**config.mk**
```make
export PLATFORM = sky130hd
export DESIGN_NAME = uibi_slave_bridge
export DESIGN_NICKNAME = d
export VERILOG_FILES = /design/src/rtl/uibi_pkg.sv /design/src/rtl/uibi_lane_decoder.sv /design/src/rtl/uibi_slave_bridge.sv
export SDC_FILE = /design/constraint.sdc
export NUM_CORES = 1
export LEC_CHECK = 0
export BUFFER_PORTS_ARGS = -buffer_cell sky130_fd_sc_hd__buf_2
export CORE_MARGIN = 10
export CORE_UTILIZATION = 40
export DETAILED_ROUTE_END_ITERATION = 6
export PLACE_DENSITY = 0.79
export SKIP_CTS_REPAIR_TIMING = 1
export SLEW_MARGIN = 20
export SYNTH_ARGS = -nofsm -noshare
export SYNTH_HDL_FRONTEND = slang
export SYNTH_SLANG_ARGS = --single-unit
export TNS_END_PERCENT = 30
```
**constraint.sdc**
```tcl
create_clock -name clk -period 1.6 [get_ports clk]
set_input_delay 0.08 -clock clk [delete_from_list [all_inputs] [get_ports clk]]
set_output_delay 0.08 -clock clk [all_outputs]
set_load 0.03 [all_outputs]
```
**src/rtl/uibi_pkg.sv**
```systemverilog
`default_nettype none
// ============================================================================
// Module      : uibi_pkg
// Description : Shared encodings for the UIBI slave bridge: bus_mode values,
//               FSM state enum and response error codes.
// Revision    : 1.0 - initial release
// ============================================================================
package uibi_pkg;

  // bus_mode encodings: fraction of the data word being accessed
  localparam logic [2:0] UIBI_MODE_FULL  = 3'b111;
  localparam logic [2:0] UIBI_MODE_HALF  = 3'b011;
  localparam logic [2:0] UIBI_MODE_QUART = 3'b001;

  typedef enum logic [1:0] {
    ST_IDLE = 2'd0,
    ST_ACC  = 2'd1,
    ST_RESP = 2'd2
  } uibi_state_e;

  // Outcome of a transaction; anything other than ERR_NONE raises bus_err
  typedef enum logic [1:0] {
    ERR_NONE    = 2'd0,
    ERR_DECODE  = 2'd1,
    ERR_TIMEOUT = 2'd2
  } uibi_err_e;

endpackage
`default_nettype wire

```
**src/rtl/uibi_lane_decoder.sv**
```systemverilog
`default_nettype none
// ============================================================================
// Module      : uibi_lane_decoder
// Description : Combinational decode of bus_mode and the address byte offset
//               into per-lane byte enables, plus misalignment / illegal-mode
//               flags. Works for any power-of-two lane count >= 4.
// Revision    : 1.0 - initial release
// ============================================================================
module uibi_lane_decoder
  import uibi_pkg::*;
#(
  parameter int LANES  = 4,
  parameter int OFFS_W = $clog2(LANES)
) (
  input  logic [2:0]        mode_i,
  input  logic [OFFS_W-1:0] off_i,
  output logic [LANES-1:0]  be_o,
  output logic              misaligned_o,
  output logic              illegal_o
);

  // Access size in bytes, alignment test and contiguous lane window
  always_comb begin
    int sz;
    int off;
    sz           = 0;
    off          = int'(off_i);
    illegal_o    = 1'b0;
    be_o         = '0;
    case (mode_i)
      UIBI_MODE_FULL:  sz = LANES;
      UIBI_MODE_HALF:  sz = LANES / 2;
      UIBI_MODE_QUART: sz = LANES / 4;
      default:         illegal_o = 1'b1;
    endcase
    // sizes are powers of two, so the low offset bits must be clear
    misaligned_o = (sz != 0) && ((off & (sz - 1)) != 0);
    for (int i = 0; i < LANES; i++) begin
      be_o[i] = (i >= off) && (i < off + sz);
    end
  end

endmodule
`default_nettype wire

```
**src/rtl/uibi_slave_bridge.sv**
```systemverilog
`default_nettype none
// ============================================================================
// Module      : uibi_slave_bridge
// Description : UIBI slave-side bridge. Accepts one bus transaction, decodes
//               it to byte enables, runs a handshaked word access on the
//               memory port with a timeout and returns a one-cycle
//               bus_ready/bus_err with lane-masked read data.
// Revision    : 1.0 - initial release
// ============================================================================
module uibi_slave_bridge
  import uibi_pkg::*;
#(
  parameter  int XLEN    = 32,
  parameter  int ADDR_W  = 28,
  parameter  int TIMEOUT = 255,
  localparam int LANES   = XLEN / 8,
  localparam int OFFS_W  = $clog2(LANES)
) (
  input  logic                     clk,
  input  logic                     rst_n,
  input  logic [XLEN-1:0]          bus_dat_i,
  output logic [XLEN-1:0]          bus_dat_o,
  input  logic [ADDR_W-1:0]        bus_addr,
  input  logic                     bus_req,
  input  logic                     bus_wen,
  input  logic [2:0]               bus_mode,
  output logic                     bus_ready,
  output logic                     bus_err,
  output logic                     mem_req,
  output logic                     mem_wen,
  output logic [ADDR_W-OFFS_W-1:0] mem_addr,
  output logic [LANES-1:0]         mem_be,
  output logic [XLEN-1:0]          mem_wdata,
  input  logic [XLEN-1:0]          mem_rdata,
  input  logic                     mem_ack
);

  localparam int WADDR_W = ADDR_W - OFFS_W;
  localparam int CNT_W   = (TIMEOUT > 0) ? $clog2(TIMEOUT + 1) : 1;
  // Value of the counter during the last ACC cycle allowed to wait for ack
  localparam logic [CNT_W-1:0] CNT_LAST = (TIMEOUT > 0) ? CNT_W'(TIMEOUT - 1) : '0;

  uibi_state_e         state_q, state_d;
  logic [WADDR_W-1:0]  waddr_q;
  logic                wen_q;
  logic [LANES-1:0]    be_q;
  logic [XLEN-1:0]     wdata_q;
  logic [CNT_W-1:0]    cnt_q, cnt_d;
  logic                ready_q, ready_d;
  uibi_err_e           err_q, err_d;
  logic [XLEN-1:0]     dat_q, dat_d;
  logic                load;

  logic [LANES-1:0]    dec_be;
  logic                dec_mis;
  logic                dec_ill;
  logic [XLEN-1:0]     lane_mask;

  uibi_lane_decoder #(
    .LANES  (LANES),
    .OFFS_W (OFFS_W)
  ) u_dec (
    .mode_i       (bus_mode),
    .off_i        (bus_addr[OFFS_W-1:0]),
    .be_o         (dec_be),
    .misaligned_o (dec_mis),
    .illegal_o    (dec_ill)
  );

  // Expand the registered byte enables to a bit mask for read data
  for (genvar l = 0; l < LANES; l++) begin : g_lane_mask
    assign lane_mask[l*8 +: 8] = {8{be_q[l]}};
  end

  // Next-state, timeout counting and response generation
  always_comb begin
    state_d = state_q;
    cnt_d   = cnt_q;
    ready_d = 1'b0;
    err_d   = ERR_NONE;
    dat_d   = '0;
    load    = 1'b0;
    case (state_q)
      ST_IDLE: begin
        cnt_d = '0;
        if (bus_req) begin
          load = 1'b1;
          if (dec_mis || dec_ill) begin
            // rejected without touching the memory side
            state_d = ST_RESP;
            ready_d = 1'b1;
            err_d   = ERR_DECODE;
          end else begin
            state_d = ST_ACC;
          end
        end
      end
      ST_ACC: begin
        if (mem_ack) begin
          // an ack in the final allowed cycle still wins over the timeout
          state_d = ST_RESP;
          ready_d = 1'b1;
          if (!wen_q) begin
            dat_d = mem_rdata & lane_mask;
          end
        end else if ((TIMEOUT != 0) && (cnt_q == CNT_LAST)) begin
          state_d = ST_RESP;
          ready_d = 1'b1;
          err_d   = ERR_TIMEOUT;
        end else begin
          cnt_d = cnt_q + CNT_W'(1);
        end
      end
      ST_RESP: begin
        // bus_req is deliberately ignored here
        state_d = ST_IDLE;
      end
      default: begin
        state_d = ST_IDLE;
      end
    endcase
  end

  // State, counter and response registers
  always_ff @(posedge clk or negedge rst_n) begin
    if (!rst_n) begin
      state_q <= ST_IDLE;
      cnt_q   <= '0;
      ready_q <= 1'b0;
      err_q   <= ERR_NONE;
      dat_q   <= '0;
    end else begin
      state_q <= state_d;
      cnt_q   <= cnt_d;
      ready_q <= ready_d;
      err_q   <= err_d;
      dat_q   <= dat_d;
    end
  end

  // Request capture; held stable for the whole memory access
  always_ff @(posedge clk or negedge rst_n) begin
    if (!rst_n) begin
      waddr_q <= '0;
      wen_q   <= 1'b0;
      be_q    <= '0;
      wdata_q <= '0;
    end else if (load) begin
      waddr_q <= bus_addr[ADDR_W-1:OFFS_W];
      wen_q   <= bus_wen;
      be_q    <= dec_be;
      wdata_q <= bus_dat_i;
    end
  end

  assign mem_req   = (state_q == ST_ACC);
  assign mem_wen   = wen_q;
  assign mem_addr  = waddr_q;
  assign mem_be    = be_q;
  assign mem_wdata = wdata_q;

  assign bus_ready = ready_q;
  assign bus_err   = (err_q != ERR_NONE);
  assign bus_dat_o = dat_q;

endmodule
`default_nettype wire
```
==> flow_metrics.tcl <==
set metrics [dict create \
    synth_compound_area_share_pct 4.82 \
    gp_congestion 0.947 \
    synth_fa_ha_area_share_pct 2.51 \
    crit_path_start_kind "flop" \
    grt-busiest-layer "met2" \
    row_count 37 \
    setup_viol 0 \
    drt_wl_total_um 14700 \
    start_util_pct 41.3 \
    r2r_setup_slack_ns 0.06 \
    grt_max_degree 60 \
    p_leak_uw 0.00386 \
    grt_pass1_vias 3814 \
    dieArea_mm2 0.0152 \
    synthMuxAreaShare_pct 0 \
    via_count 4195 \
    final_nets 839 \
    postSynthAreaPerCell_um2 10.0 \
    clock_skew_ns 0.00554 \
    firstDrtPassIters 4 \
    layout_commonest_cell "buf_2" \
    io_pins 198 \
    rsz0062_at_grt "true" \
    fin_setup_tns_ns 0 \
    coreArea_mm2 0.0104 \
    syn_inst 428 \
    cts-htree-levels 3 \
    ir_drop_mv 0.726 \
    dp_hpwl_um 9760 \
    path_max_fanout 6 \
    intPower_uw 5160 \
    maxSlewHeadroom_pct 75.8 \
    synth_simple_gate_area_share_pct 26.9 \
    antenna_found_initial 1 \
    yosys.area_share.xor_xnor_pct 0 \
    ys_types 42 \
    min_delay_path_depth 4 \
    syn_nets 536 \
    end_kind "flop" \
    syn_to_final_growth_pct 59.2 \
    arrival_ns 1.79 \
    crit_required_ns 1.85 \
    slew_viol_final 0 \
    r2r_cells 6 \
    hp-class "in2reg" \
    worst-setup-path-type "reg2reg" \
    avgRoutedWirePerCell_um 16.9 \
    combPwrFrac_pct 33.6 \
    layout_common_cells "buf_2, nand2_1, dfrtp_1" \
    p_switching_uw 3140 \
    synthFlopType "dfrtp_1" \
    final_hold_viol_count 0 \
    die_y_um 123 \
    drc_errors 0 \
    max-cap-violations 0 \
    fin_util_pct 65.7 \
    synth_top_family_by_area "simple AND/OR/NAND/NOR gates" \
    outcome "finished clean" \
    p_clk_share_pct 24.0 \
    pre_cts_slack_ns -0.254 \
    cts.clk_slew.worst_paths_ns 0.10 \
    grt_pass1_wl_um 19000 \
    synth_edf_count 0 \
    power_uw 8300 \
    clockBufferDepth 2 \
    cts_root_buf "clkbuf_8" \
    period_share_pct 96.2 \
    gr-usage-met3_pct 6.15 \
    ys_ff_latch 108 \
    whs_ns 0.0940 \
    tightest_slew_ns 0.363 \
    seqPwrFrac_pct 42.4 \
    grt_util_met1_pct 18.0 \
    worst_slack_ns 0.0604 \
    layout-drive-gt1-share_pct 33.8 \
    cts.sinks 108 \
    grt_use_met2_pct 26.5 \
    async_flop_share_pct 100 \
    die_w_um 123 \
    overflow 0 \
    insertion_delay_ns 0.36 \
    min_period_ns 1.54 \
    grtUsageTotal_pct 15.6 \
    port_buffers 197 \
    ant_nets 0 \
    max_freq_mhz 650 \
    cts_buffers 9 \
    cts_tree "done" \
    synth.cell_area_mm2 0.00428 \
    via_per_inst 4.81 \
    drt_iter0_markers 375 \
    powerDensity_mw_per_mm2 1220 \
    synth_seq_area_share_pct 63.2 \
    ys_warn_count 0 \
    swShare_pct 37.8 \
]
[final cells by class]
type                    instances  area [µm²]
repair buffers                311        2150
clock inverters                 7         125
multi-input cells             296        1520
fillers                       754        3560
diodes                          1        2.50
inverters                       5        18.8
well taps                     136         170
flip-flops and latches        108        2710
clock buffers                   9         124
[registers in the layout, indices dropped and copies added, names as in the netlist]
name       count
mem_wdata     32
err_q          2
bus_dat_o     32
mem_be         4
mem_addr      26
bus_ready      1
mem_wen        1
state_q        2
cnt_q          8
[metal layers]
layer	up-vias	share of wire [%]
li1	1983	-
met1	2022	37
met2	174	53
met3	16	8.9
met4	0	1.1
met5	-	0
[critical path, stage by stage (launching register included)]
cell      delay (ns)
dfrtp_1         0.38
inv_2           0.06
ha_4            0.16
nand4_1         0.22
o21bai_4        0.12
o211a_1         0.24
a211o_1         0.26
[Yosys cell counts, drive strengths merged, types with 2 or more instances]
cell	n	area share [%]
clkbuf	3	0.26
buf	16	1.9
nor2b	3	0.44
and3	34	5.0
inv	5	0.44
ha	7	2.0
a21oi	6	0.70
nor3b	3	0.64
nand3	7	1.1
or2	2	0.29
o2bb2ai	2	0.41
a31oi	5	0.73
o211ai	2	0.35
dfrtp	108	63
nor2	9	0.79
o21ai	4	0.47
nor4	2	0.64
a21o	2	0.35
nand2	191	17
[final timing paths]
check / startpoint / endpoint
max in group asynchronous: rst_n / state_q[1]
min: bus_addr[0] / mem_be[2]
min reg2reg: mem_wdata[8] / mem_wdata[8]
min in group asynchronous: rst_n / bus_dat_o[21]
max: cnt_q[0] / cnt_q[5]
max reg2reg: cnt_q[0] / cnt_q[5]
[cell families (layout without fill, tap and decap cells)]
family                   count (synthesis)  after routing
AO/OA/AOI/OAI                           30             30
adder cells (fa/ha/maj)                  8              8
buffers and inverters                   24            332
flip-flops                             108            108
other                                    0              1
AND/OR/NAND/NOR                        258            258
[power by group through the flow]
| stage | combinational, µW | clock, µW | sequential (µW) |
|---|---|---|---|
| floorplan | 655 | 0 | 4450 |
| CTS | 2580 | 2040 | 3510 |
| detailed placement | 2580 | 0 | 3560 |
| global placement | 2520 | 0 | 3540 |
| finish | 2790 | 1990 | 3520 |
| global route | 3010 | 2140 | 3580 |
[per-stage QoR]
| stage | cells | instance area [µm²] |
|---|---|---|
| 2_1_floorplan | 428 | 4300 |
| 3_3_place_gp | 759 | 5570 |
| 3_5_place_dp | 759 | 5570 |
| 4_1_cts | 775 | 5820 |
| 5_1_grt | 873 | 6810 |
| 6_report | 873 | 6810 |
No activity file was read; power rests on OpenSTA's default activity.
